--- config.mk ---
export PLATFORM = sky130hd
export DESIGN_NAME = regfile_scoreboard_flat
export DESIGN_NICKNAME = d
export VERILOG_FILES = /design/src/rtl/regfile_scoreboard_if.sv /design/src/rtl/regfile_scoreboard.sv /design/src/flat_wrapper.sv
export SDC_FILE = /design/constraint.sdc
export NUM_CORES = 2
export LEC_CHECK = 0
export ABC_AREA = 1
export BUFFER_PORTS_ARGS = -buffer_cell sky130_fd_sc_hd__buf_2
export CORE_MARGIN = 2
export CORE_UTILIZATION = 30
export CTS_CLUSTER_DIAMETER = 150
export DETAILED_ROUTE_END_ITERATION = 7
export GPL_TIMING_DRIVEN = 0
export PLACE_DENSITY = 0.52
export SLEW_MARGIN = 20
export SYNTH_ARGS = -nofsm -noshare
export SYNTH_HDL_FRONTEND = slang
export SYNTH_SLANG_ARGS = --single-unit
--- constraint.sdc ---
create_clock -name clk -period 14.3 [get_ports clk]
set_clock_uncertainty 0.05 [all_clocks]
set_input_delay 0.715 -clock clk [delete_from_list [all_inputs] [get_ports clk]]
set_output_delay 0.715 -clock clk [all_outputs]
set_load 0.01 [all_outputs]
--- src/rtl/regfile_scoreboard_if.sv ---
// Bus bundle for regfile_scoreboard: write port, busy-mark port and two read ports.
// Master is decode/writeback, slave is the register file.
interface regfile_scoreboard_if #(
  parameter int WIDTH  = 32,
  parameter int ADDR_W = 5
);
  logic              we;
  logic [ADDR_W-1:0] wr_addr;
  logic [WIDTH-1:0]  wr_data;
  logic              mark_en;
  logic [ADDR_W-1:0] mark_addr;
  logic [ADDR_W-1:0] rd_addr_a;
  logic [ADDR_W-1:0] rd_addr_b;
  logic [WIDTH-1:0]  rd_data_a;
  logic [WIDTH-1:0]  rd_data_b;
  logic              rd_busy_a;
  logic              rd_busy_b;
  logic              any_busy;
  logic [ADDR_W:0]   busy_count;

  modport master (
    output we, wr_addr, wr_data, mark_en, mark_addr, rd_addr_a, rd_addr_b,
    input  rd_data_a, rd_data_b, rd_busy_a, rd_busy_b, any_busy, busy_count
  );

  modport slave (
    input  we, wr_addr, wr_data, mark_en, mark_addr, rd_addr_a, rd_addr_b,
    output rd_data_a, rd_data_b, rd_busy_a, rd_busy_b, any_busy, busy_count
  );
endinterface

--- src/rtl/regfile_scoreboard.sv ---
// DEPTH x WIDTH register file (r0 hardwired to zero) with a per-register busy scoreboard.
// Optional same-cycle write-to-read bypass is enabled by defining REGFILE_WRITE_BYPASS_EN.
module regfile_scoreboard #(
  parameter int WIDTH  = 32,
  parameter int DEPTH  = 32,
  parameter int ADDR_W = 5
) (
  input  logic                 clk,
  input  logic                 reset,
  regfile_scoreboard_if.slave  rf
);
  logic [WIDTH-1:0] regs_q [DEPTH];
  logic [WIDTH-1:0] regs_d [DEPTH];
  logic [DEPTH-1:0] busy_q;
  logic [DEPTH-1:0] busy_d;
  logic             wr_hit_s;
  logic             mark_hit_s;

  function automatic logic [ADDR_W:0] popcount(input logic [DEPTH-1:0] v);
    logic [ADDR_W:0] n;
    n = {(ADDR_W+1){1'b0}};
    for (int i = 0; i < DEPTH; i++) begin
      n = n + {{ADDR_W{1'b0}}, v[i]};
    end
    return n;
  endfunction

  assign wr_hit_s   = rf.we && (rf.wr_addr != {ADDR_W{1'b0}});
  assign mark_hit_s = rf.mark_en && (rf.mark_addr != {ADDR_W{1'b0}});

  // Next state: the write clears busy first so a same-address mark overrides it.
  always_comb begin
    regs_d = regs_q;
    busy_d = busy_q;
    if (wr_hit_s) begin
      regs_d[rf.wr_addr] = rf.wr_data;
      busy_d[rf.wr_addr] = 1'b0;
    end else begin
      busy_d = busy_q;
    end
    if (mark_hit_s) begin
      busy_d[rf.mark_addr] = 1'b1;
    end else begin
      busy_d[0] = 1'b0;
    end
    regs_d[0] = {WIDTH{1'b0}};
    busy_d[0] = 1'b0;
  end

  // State registers with asynchronous clear.
  always_ff @(posedge clk or negedge reset) begin
    if (!reset) begin
      regs_q <= '{default: {WIDTH{1'b0}}};
      busy_q <= {DEPTH{1'b0}};
    end else begin
      regs_q <= regs_d;
      busy_q <= busy_d;
    end
  end

`ifdef REGFILE_WRITE_BYPASS_EN
  logic byp_a_s;
  logic byp_b_s;
  logic keep_busy_s;
  assign byp_a_s     = wr_hit_s && (rf.rd_addr_a == rf.wr_addr);
  assign byp_b_s     = wr_hit_s && (rf.rd_addr_b == rf.wr_addr);
  assign keep_busy_s = rf.mark_en && (rf.mark_addr == rf.wr_addr);

  // Read ports with forwarding of the in-flight write.
  always_comb begin
    rf.rd_data_a = regs_q[rf.rd_addr_a];
    rf.rd_busy_a = busy_q[rf.rd_addr_a];
    rf.rd_data_b = regs_q[rf.rd_addr_b];
    rf.rd_busy_b = busy_q[rf.rd_addr_b];
    if (byp_a_s) begin
      rf.rd_data_a = rf.wr_data;
      rf.rd_busy_a = keep_busy_s ? busy_q[rf.rd_addr_a] : 1'b0;
    end else begin
      rf.rd_data_a = regs_q[rf.rd_addr_a];
    end
    if (byp_b_s) begin
      rf.rd_data_b = rf.wr_data;
      rf.rd_busy_b = keep_busy_s ? busy_q[rf.rd_addr_b] : 1'b0;
    end else begin
      rf.rd_data_b = regs_q[rf.rd_addr_b];
    end
  end
`else
  // Read ports return stored state only.
  always_comb begin
    rf.rd_data_a = regs_q[rf.rd_addr_a];
    rf.rd_busy_a = busy_q[rf.rd_addr_a];
    rf.rd_data_b = regs_q[rf.rd_addr_b];
    rf.rd_busy_b = busy_q[rf.rd_addr_b];
  end
`endif

  assign rf.busy_count = popcount(busy_q);
  assign rf.any_busy   = |busy_q;
endmodule

--- src/flat_wrapper.sv ---
// flat-port wrapper written by rule: the top's interface ports become plain ports
module regfile_scoreboard_flat 
#(
  parameter int WIDTH  = 32,
  parameter int DEPTH  = 32,
  parameter int ADDR_W = 5
)
  (clk, reset, rf_we, rf_wr_addr, rf_wr_data, rf_mark_en, rf_mark_addr, rf_rd_addr_a, rf_rd_addr_b, rf_rd_data_a, rf_rd_data_b, rf_rd_busy_a, rf_rd_busy_b, rf_any_busy, rf_busy_count);
  regfile_scoreboard_if #(.WIDTH(WIDTH), .ADDR_W(ADDR_W)) rf_i ();
  input  logic clk;
  input  logic reset;
  input wire logic [$bits(rf_i.we)-1:0] rf_we;
  input wire logic [$bits(rf_i.wr_addr)-1:0] rf_wr_addr;
  input wire logic [$bits(rf_i.wr_data)-1:0] rf_wr_data;
  input wire logic [$bits(rf_i.mark_en)-1:0] rf_mark_en;
  input wire logic [$bits(rf_i.mark_addr)-1:0] rf_mark_addr;
  input wire logic [$bits(rf_i.rd_addr_a)-1:0] rf_rd_addr_a;
  input wire logic [$bits(rf_i.rd_addr_b)-1:0] rf_rd_addr_b;
  output wire logic [$bits(rf_i.rd_data_a)-1:0] rf_rd_data_a;
  output wire logic [$bits(rf_i.rd_data_b)-1:0] rf_rd_data_b;
  output wire logic [$bits(rf_i.rd_busy_a)-1:0] rf_rd_busy_a;
  output wire logic [$bits(rf_i.rd_busy_b)-1:0] rf_rd_busy_b;
  output wire logic [$bits(rf_i.any_busy)-1:0] rf_any_busy;
  output wire logic [$bits(rf_i.busy_count)-1:0] rf_busy_count;
  assign rf_i.we = rf_we;
  assign rf_i.wr_addr = rf_wr_addr;
  assign rf_i.wr_data = rf_wr_data;
  assign rf_i.mark_en = rf_mark_en;
  assign rf_i.mark_addr = rf_mark_addr;
  assign rf_i.rd_addr_a = rf_rd_addr_a;
  assign rf_i.rd_addr_b = rf_rd_addr_b;
  assign rf_rd_data_a = rf_i.rd_data_a;
  assign rf_rd_data_b = rf_i.rd_data_b;
  assign rf_rd_busy_a = rf_i.rd_busy_a;
  assign rf_rd_busy_b = rf_i.rd_busy_b;
  assign rf_any_busy = rf_i.any_busy;
  assign rf_busy_count = rf_i.busy_count;
  regfile_scoreboard #(.WIDTH(WIDTH), .DEPTH(DEPTH), .ADDR_W(ADDR_W)) u_core (.clk(clk), .reset(reset), .rf(rf_i));
endmodule
* Word level (Yosys, flattened, before mapping)
Cells that the tools add are included.
** Operators by class
- $add $sub $neg :: 30
- Order comparisons :: 10
- Multiplexer cells :: 19
- Bitwise gates (word level) :: 6
- Reduce and logical (&&, ||, !) cells :: 8
** Operators with widths (count)
- $bwmux 1024 :: 1
- $bmux 32 s5 :: 2
- $mux 32 :: 6
- $add 6x1->6 :: 29
- $demux 32 s5 :: 1
- $and 32x32->32 :: 1
- $not 32->32 :: 1
- $or 32x32->32 :: 1
- $mux 31 :: 1
- $reduce_or 31->1 :: 1
- $lt 5x6->1 const B :: 4
- $ge 6x6->1 const B :: 3
- $not 5->6 :: 3
- $bmux 1 s5 :: 2
- $demux 1 s5 :: 2
- $ge 5x1->1 const B :: 2
- $reduce_bool 5->1 :: 2
- $lt 6x1->1 const B :: 1
- $logic_and 1x1->1 :: 5
- $mux 1 :: 4
- $add 1x1->2 :: 1
** Word-level totals
- Bits in registers :: 1023
- Input port bits :: 56
- Output and inout bits :: 73
- Word-level logic and storage cells :: 105

* Longest topological paths before layout
- Word-level depth :: 30
- Depth in mapped cells :: 17
- Gate-level depth less buffers :: 17

* Least setup slack after synthesis
No wires, ideal clock.
- Kind :: reg-to-output
- Start point :: register u_core.busy_q[1]
- End point :: output port rf_busy_count[4]
- Data arrival time :: 4.637 ns
- Data required time :: 13.535 ns
- Path slack :: 8.898 ns
- Cell stages (with the launch flop) :: 17
- Buffers on the path :: 0
- Path through :: dfrtp_1 -> inv_1 -> ha_1 -> inv_1 -> fa_1 -> fa_1 -> fa_1 -> fa_1 -> fa_1 -> fa_1 -> inv_1 -> ha_1 -> fa_1 -> a21oi_1 -> nor2_1 -> nor2_1 -> xnor2_1
** On the way
- Word-level cells in the longest chain between the ends :: 30
** RTL lines
- start: declaration :: RTL line regfile_scoreboard.sv:14 : logic [DEPTH-1:0] busy_q;
- start signal: assignment :: RTL line regfile_scoreboard.sv:54 : busy_q <= {DEPTH{1'b0}};
- start signal: assignment :: RTL line regfile_scoreboard.sv:57 : busy_q <= busy_d;
- $add 1x1->2 :: RTL line regfile_scoreboard.sv:23 : n = n + {{ADDR_W{1'b0}}, v[i]};
- $add 6x1->6 (29 in a row) :: RTL line regfile_scoreboard.sv:23
- end: declaration :: RTL line flat_wrapper.sv:24 : output wire logic [$bits(rf_i.busy_count)-1:0] rf_busy_count;
Every way passes these cells.

* Worst setup path after layout
Same ends and word-level chain as after synthesis.

==> summary.txt <==
Status
  • Status: finished clean

STA
  • Final worst-path setup slack: 7.687 ns
  • Crit path time final: 6.613 ns
  • Hold Fails Final Rpt: 0
  • RSZ-0062 raised after global routing: false
  • Slew @ Worst Pin: 1.345 ns
  • Slew Limit Fails: 0
  • Period utilization: 46.24%
  • TNS Setup: 0 ns
  • Max Fclk: 151.2 MHz
  • Setup violations, final: 0
  • Slew headroom: approximately a tenth

Placed design
  • Pre-CTS WS: 8.504 ns
  • Post-DP HPWL: 262.0 mm
  • Input/output buffers: 88
  • Gpl congestion: 1.022
  • Area after DPL: about 0.064 mm^2

Pwr
  • Power density cells: 162.9 mW/mm^2
  • Sequential share of power: 34.8%
  • LEAKAGE: about 0.032 uW
  • Combinational share of power: a little over a third
  • Tot Pwr: between 10000 and 15000 uW
  • Clock power frac: 30.4%
  • Switch share: 39.13%
  • Pint: 6747 uW
  • Max IR drop VDD: about 350 uV
  • NetSw: 4338 uW

Detailed routing
  • Routed vias/inst: about 5.6
  • Mean routed wirelength per cell: around 30 um
  • DRT iter0 DRCs: a little under 10000
  • Antenna-violating nets left: 0
  • Post-route DRC: 0
  • WL final: between 300 and 400 mm
  • Vias: roughly 67000
  • Initial DRT Pass Iterations: 7

Job
  • Max-cap viol count: 0

Setup path
  • Critical path startpoint category: flop
  • WP data required: 13.53 ns
  • Crit. End Element: primary output
  • Critical path type: flop to primary output
  • Crit path max fanout: 4
  • CP arrival: 5.85 ns

Worst hold path
  • Hold Crit Class: input port to flop

GRT
  • Met2 usage: 51.48%
  • Met3 GRT Util: a little over 8%
  • Total GRT Usage: 33.75%
  • Met1 Track Usage GR: 42.87%
  • Largest net degree at the start of global routing: 126
  • First-pass GRT wire length: 485.5 mm
  • Grt peak-use layer: met2
  • Grt ovf: 0
  • Initial antenna violation count: 47
  • Vias in the first global route: 62690

Logic synthesis
  • Yosys warning total: 0
  • Yosys cell types: 33
  • Mapped Nets: 8941
  • Synth Instances: approximately 9000
  • Post-Syn Area: 0.05969 mm^2
  • Synthesized flop and latch total: 1023
  • Syn avg cell area: 6.743 um^2
  • Seq/Total Area, Yosys: around 43%

Floorplan
  • Core Area: 0.1976 mm^2
  • # IOs: 129
  • Die height: 450.0 um
  • Chip width: 450.0 um
  • Initial Util: 30.20%
  • # rows: 163
  • Total die area: just over 0.2 mm^2

Clock network
  • Post-CTS sizing: 0
  • H-tree depth: 4
  • Clock tree sinks: just over 1000
  • CTS tree: done
  • Max clock buf depth: 3
  • Post-CTS Setup Inserts: 0
  • CTS buffer count: 130
  • Post-CTS Hold Buffers: 1
  • Clk Latency, worst-skew pair: 0.78 ns
  • CTS root buf: clkbuf_16
  • Clock Pin Slew Worst Setup and Hold Paths: 0.05 ns

Cells and area
  • Design area: 0.06807 mm^2
  • Layout cells sized above 1: 6.284%
  • Commonest non-fill, non-tap cells in the layout: 3107 x nand2_1, 1602 x nand3_1, 1023 x dfrtp_1
  • Area Overhead vs Synth: 14.04%
  • Fin nets: roughly 9000
  • Commonest non-fill, non-tap cell in the layout: nand2_1
==> power by group through the flow <==
stage | Combinational [uW] | Clock (uW) | Sequential, uW
after global routing | 4300 | 3480 | 3920
after global placement | 3720 | 0 | 3890
after floorplan | 2490 | 0 | 3800
final | 3860 | 3370 | 3860
after detailed placement | 3780 | 0 | 3890
after CTS | 3790 | 3380 | 3840
==> state kept, by name (all words and copies together) (netlist names) <==
register / count
u_core.busy_q: 31
u_core.regs_q: 992
==> cell usage after synthesis <==
cell / n / area (um^2)
nand2_8: 2 / 40.04
nand4_1: 3 / 18.77
ha_1: 10 / 125.1
fa_1: 23 / 460.4
xnor2_1: 1 / 8.760
xor2_1: 2 / 17.52
buf_1: 127 / 476.7
inv_2: 3 / 11.26
o31ai_1: 3 / 22.52
o21ai_0: 746 / 3734
clkbuf_1: 396 / 1486
nor2_2: 14 / 87.58
nor3_2: 1 / 10.01
nand2_2: 2 / 12.51
nand3_1: 1602 / 8018
buf_6: 9 / 101.4
clkinv_1: 3 / 11.26
nor2_4: 2 / 22.52
nor3_1: 4 / 20.02
buf_4: 36 / 270.3
nand2_4: 3 / 33.78
a21oi_1: 298 / 1491
inv_6: 1 / 8.760
nand2_1: 3107 / 11660
o21a_1: 1 / 7.510
dfrtp_1: 1023 / 25600
nor4_1: 6 / 37.54
o21ai_4: 1 / 16.27
buf_2: 175 / 875.8
inv_1: 815 / 3059
o21ai_1: 235 / 1176
o22ai_1: 8 / 50.05
nor2_1: 190 / 713.2
==> per-layer routing <==
| layer | wire [um] | vias to the layer above |
|---|---|---|
| li1 | - | 28710 |
| met1 | 136400 | 32440 |
| met2 | 153600 | 4586 |
| met3 | 36900 | 1121 |
| met4 | 24940 | 18 |
| met5 | 125 | - |
==> layout make-up <==
| class | instances | area (um^2) |
|---|---|---|
| inverters | 822 | 3090 |
| repair buffers | 102 | 794.5 |
| clock buffers | 181 | 3730 |
| well taps | 2640 | 3303 |
| flip-flops and latches | 1023 | 25600 |
| plain buffers | 743 | 3243 |
| fillers | 21440 | 129600 |
| multi-input cells | 6264 | 27790 |
| clock inverters | 47 | 441.7 |
| diodes | 32 | 80.08 |
==> cells by family (layout without fill, tap and decap cells) <==
logic type	Yosys count	after routing	synth area share [%]
AOI/OAI and AO/OA	1292	1292	10.89
adders and majority gates	33	33	0.9811
and+or+nand+nor	4936	4936	34.64
DFF	1023	1023	42.89
buffers and inverters	1565	1895	10.56
xor gates and xnor gates	3	3	0.04403
other	0	32	0
==> path summary, 6_finish.rpt <==
kind	end	startpoint	cells after the start	slack, ns
min in group asynchronous	u_core.regs_q[346]$_DFFE_PN0P_	reset	2	0.38
max in group asynchronous	u_core.regs_q[712]$_DFFE_PN0P_	reset	5	11.39
worst max register to register	u_core.busy_q[5]$_DFF_PN0_	u_core.busy_q[5]$_DFF_PN0_	2	13.30
worst min-delay path	u_core.busy_q[1]$_DFF_PN0_	rf_mark_en	3	0.22
worst max-delay path	rf_busy_count[4]	u_core.busy_q[1]$_DFF_PN0_	17	7.69
worst min register to register	u_core.regs_q[522]$_DFFE_PN0P_	u_core.regs_q[522]$_DFFE_PN0P_	2	0.43
==> critical path: stages (launching register included) <==
cell	delay (ns)
dfrtp_1	0.47
inv_1	0.09
ha_1	0.30
inv_1	0.07
fa_1	0.43
fa_1	0.51
fa_1	0.45
fa_1	0.51
fa_1	0.43
fa_1	0.50
inv_1	0.04
ha_1	0.20
fa_1	0.45
a21oi_1	0.17
nor2_1	0.05
nor2_1	0.11
xnor2_1	0.13
buf_2	0.15
==> metrics by stage <==
stage | utilization [%] | hold slack [ns] | std cells
finish | 34.44 | 0.2219 | 11850
global route | 34.42 | 0.1972 | 11840
CTS | 34.39 | 0.1767 | 11820
detailed placement | 32.28 | 0.4226 | 11590
global placement | 32.10 | 0.4188 | 11580
floorplan | - | 0.3694 | 8852
Power figures use the tool's default switching activity.
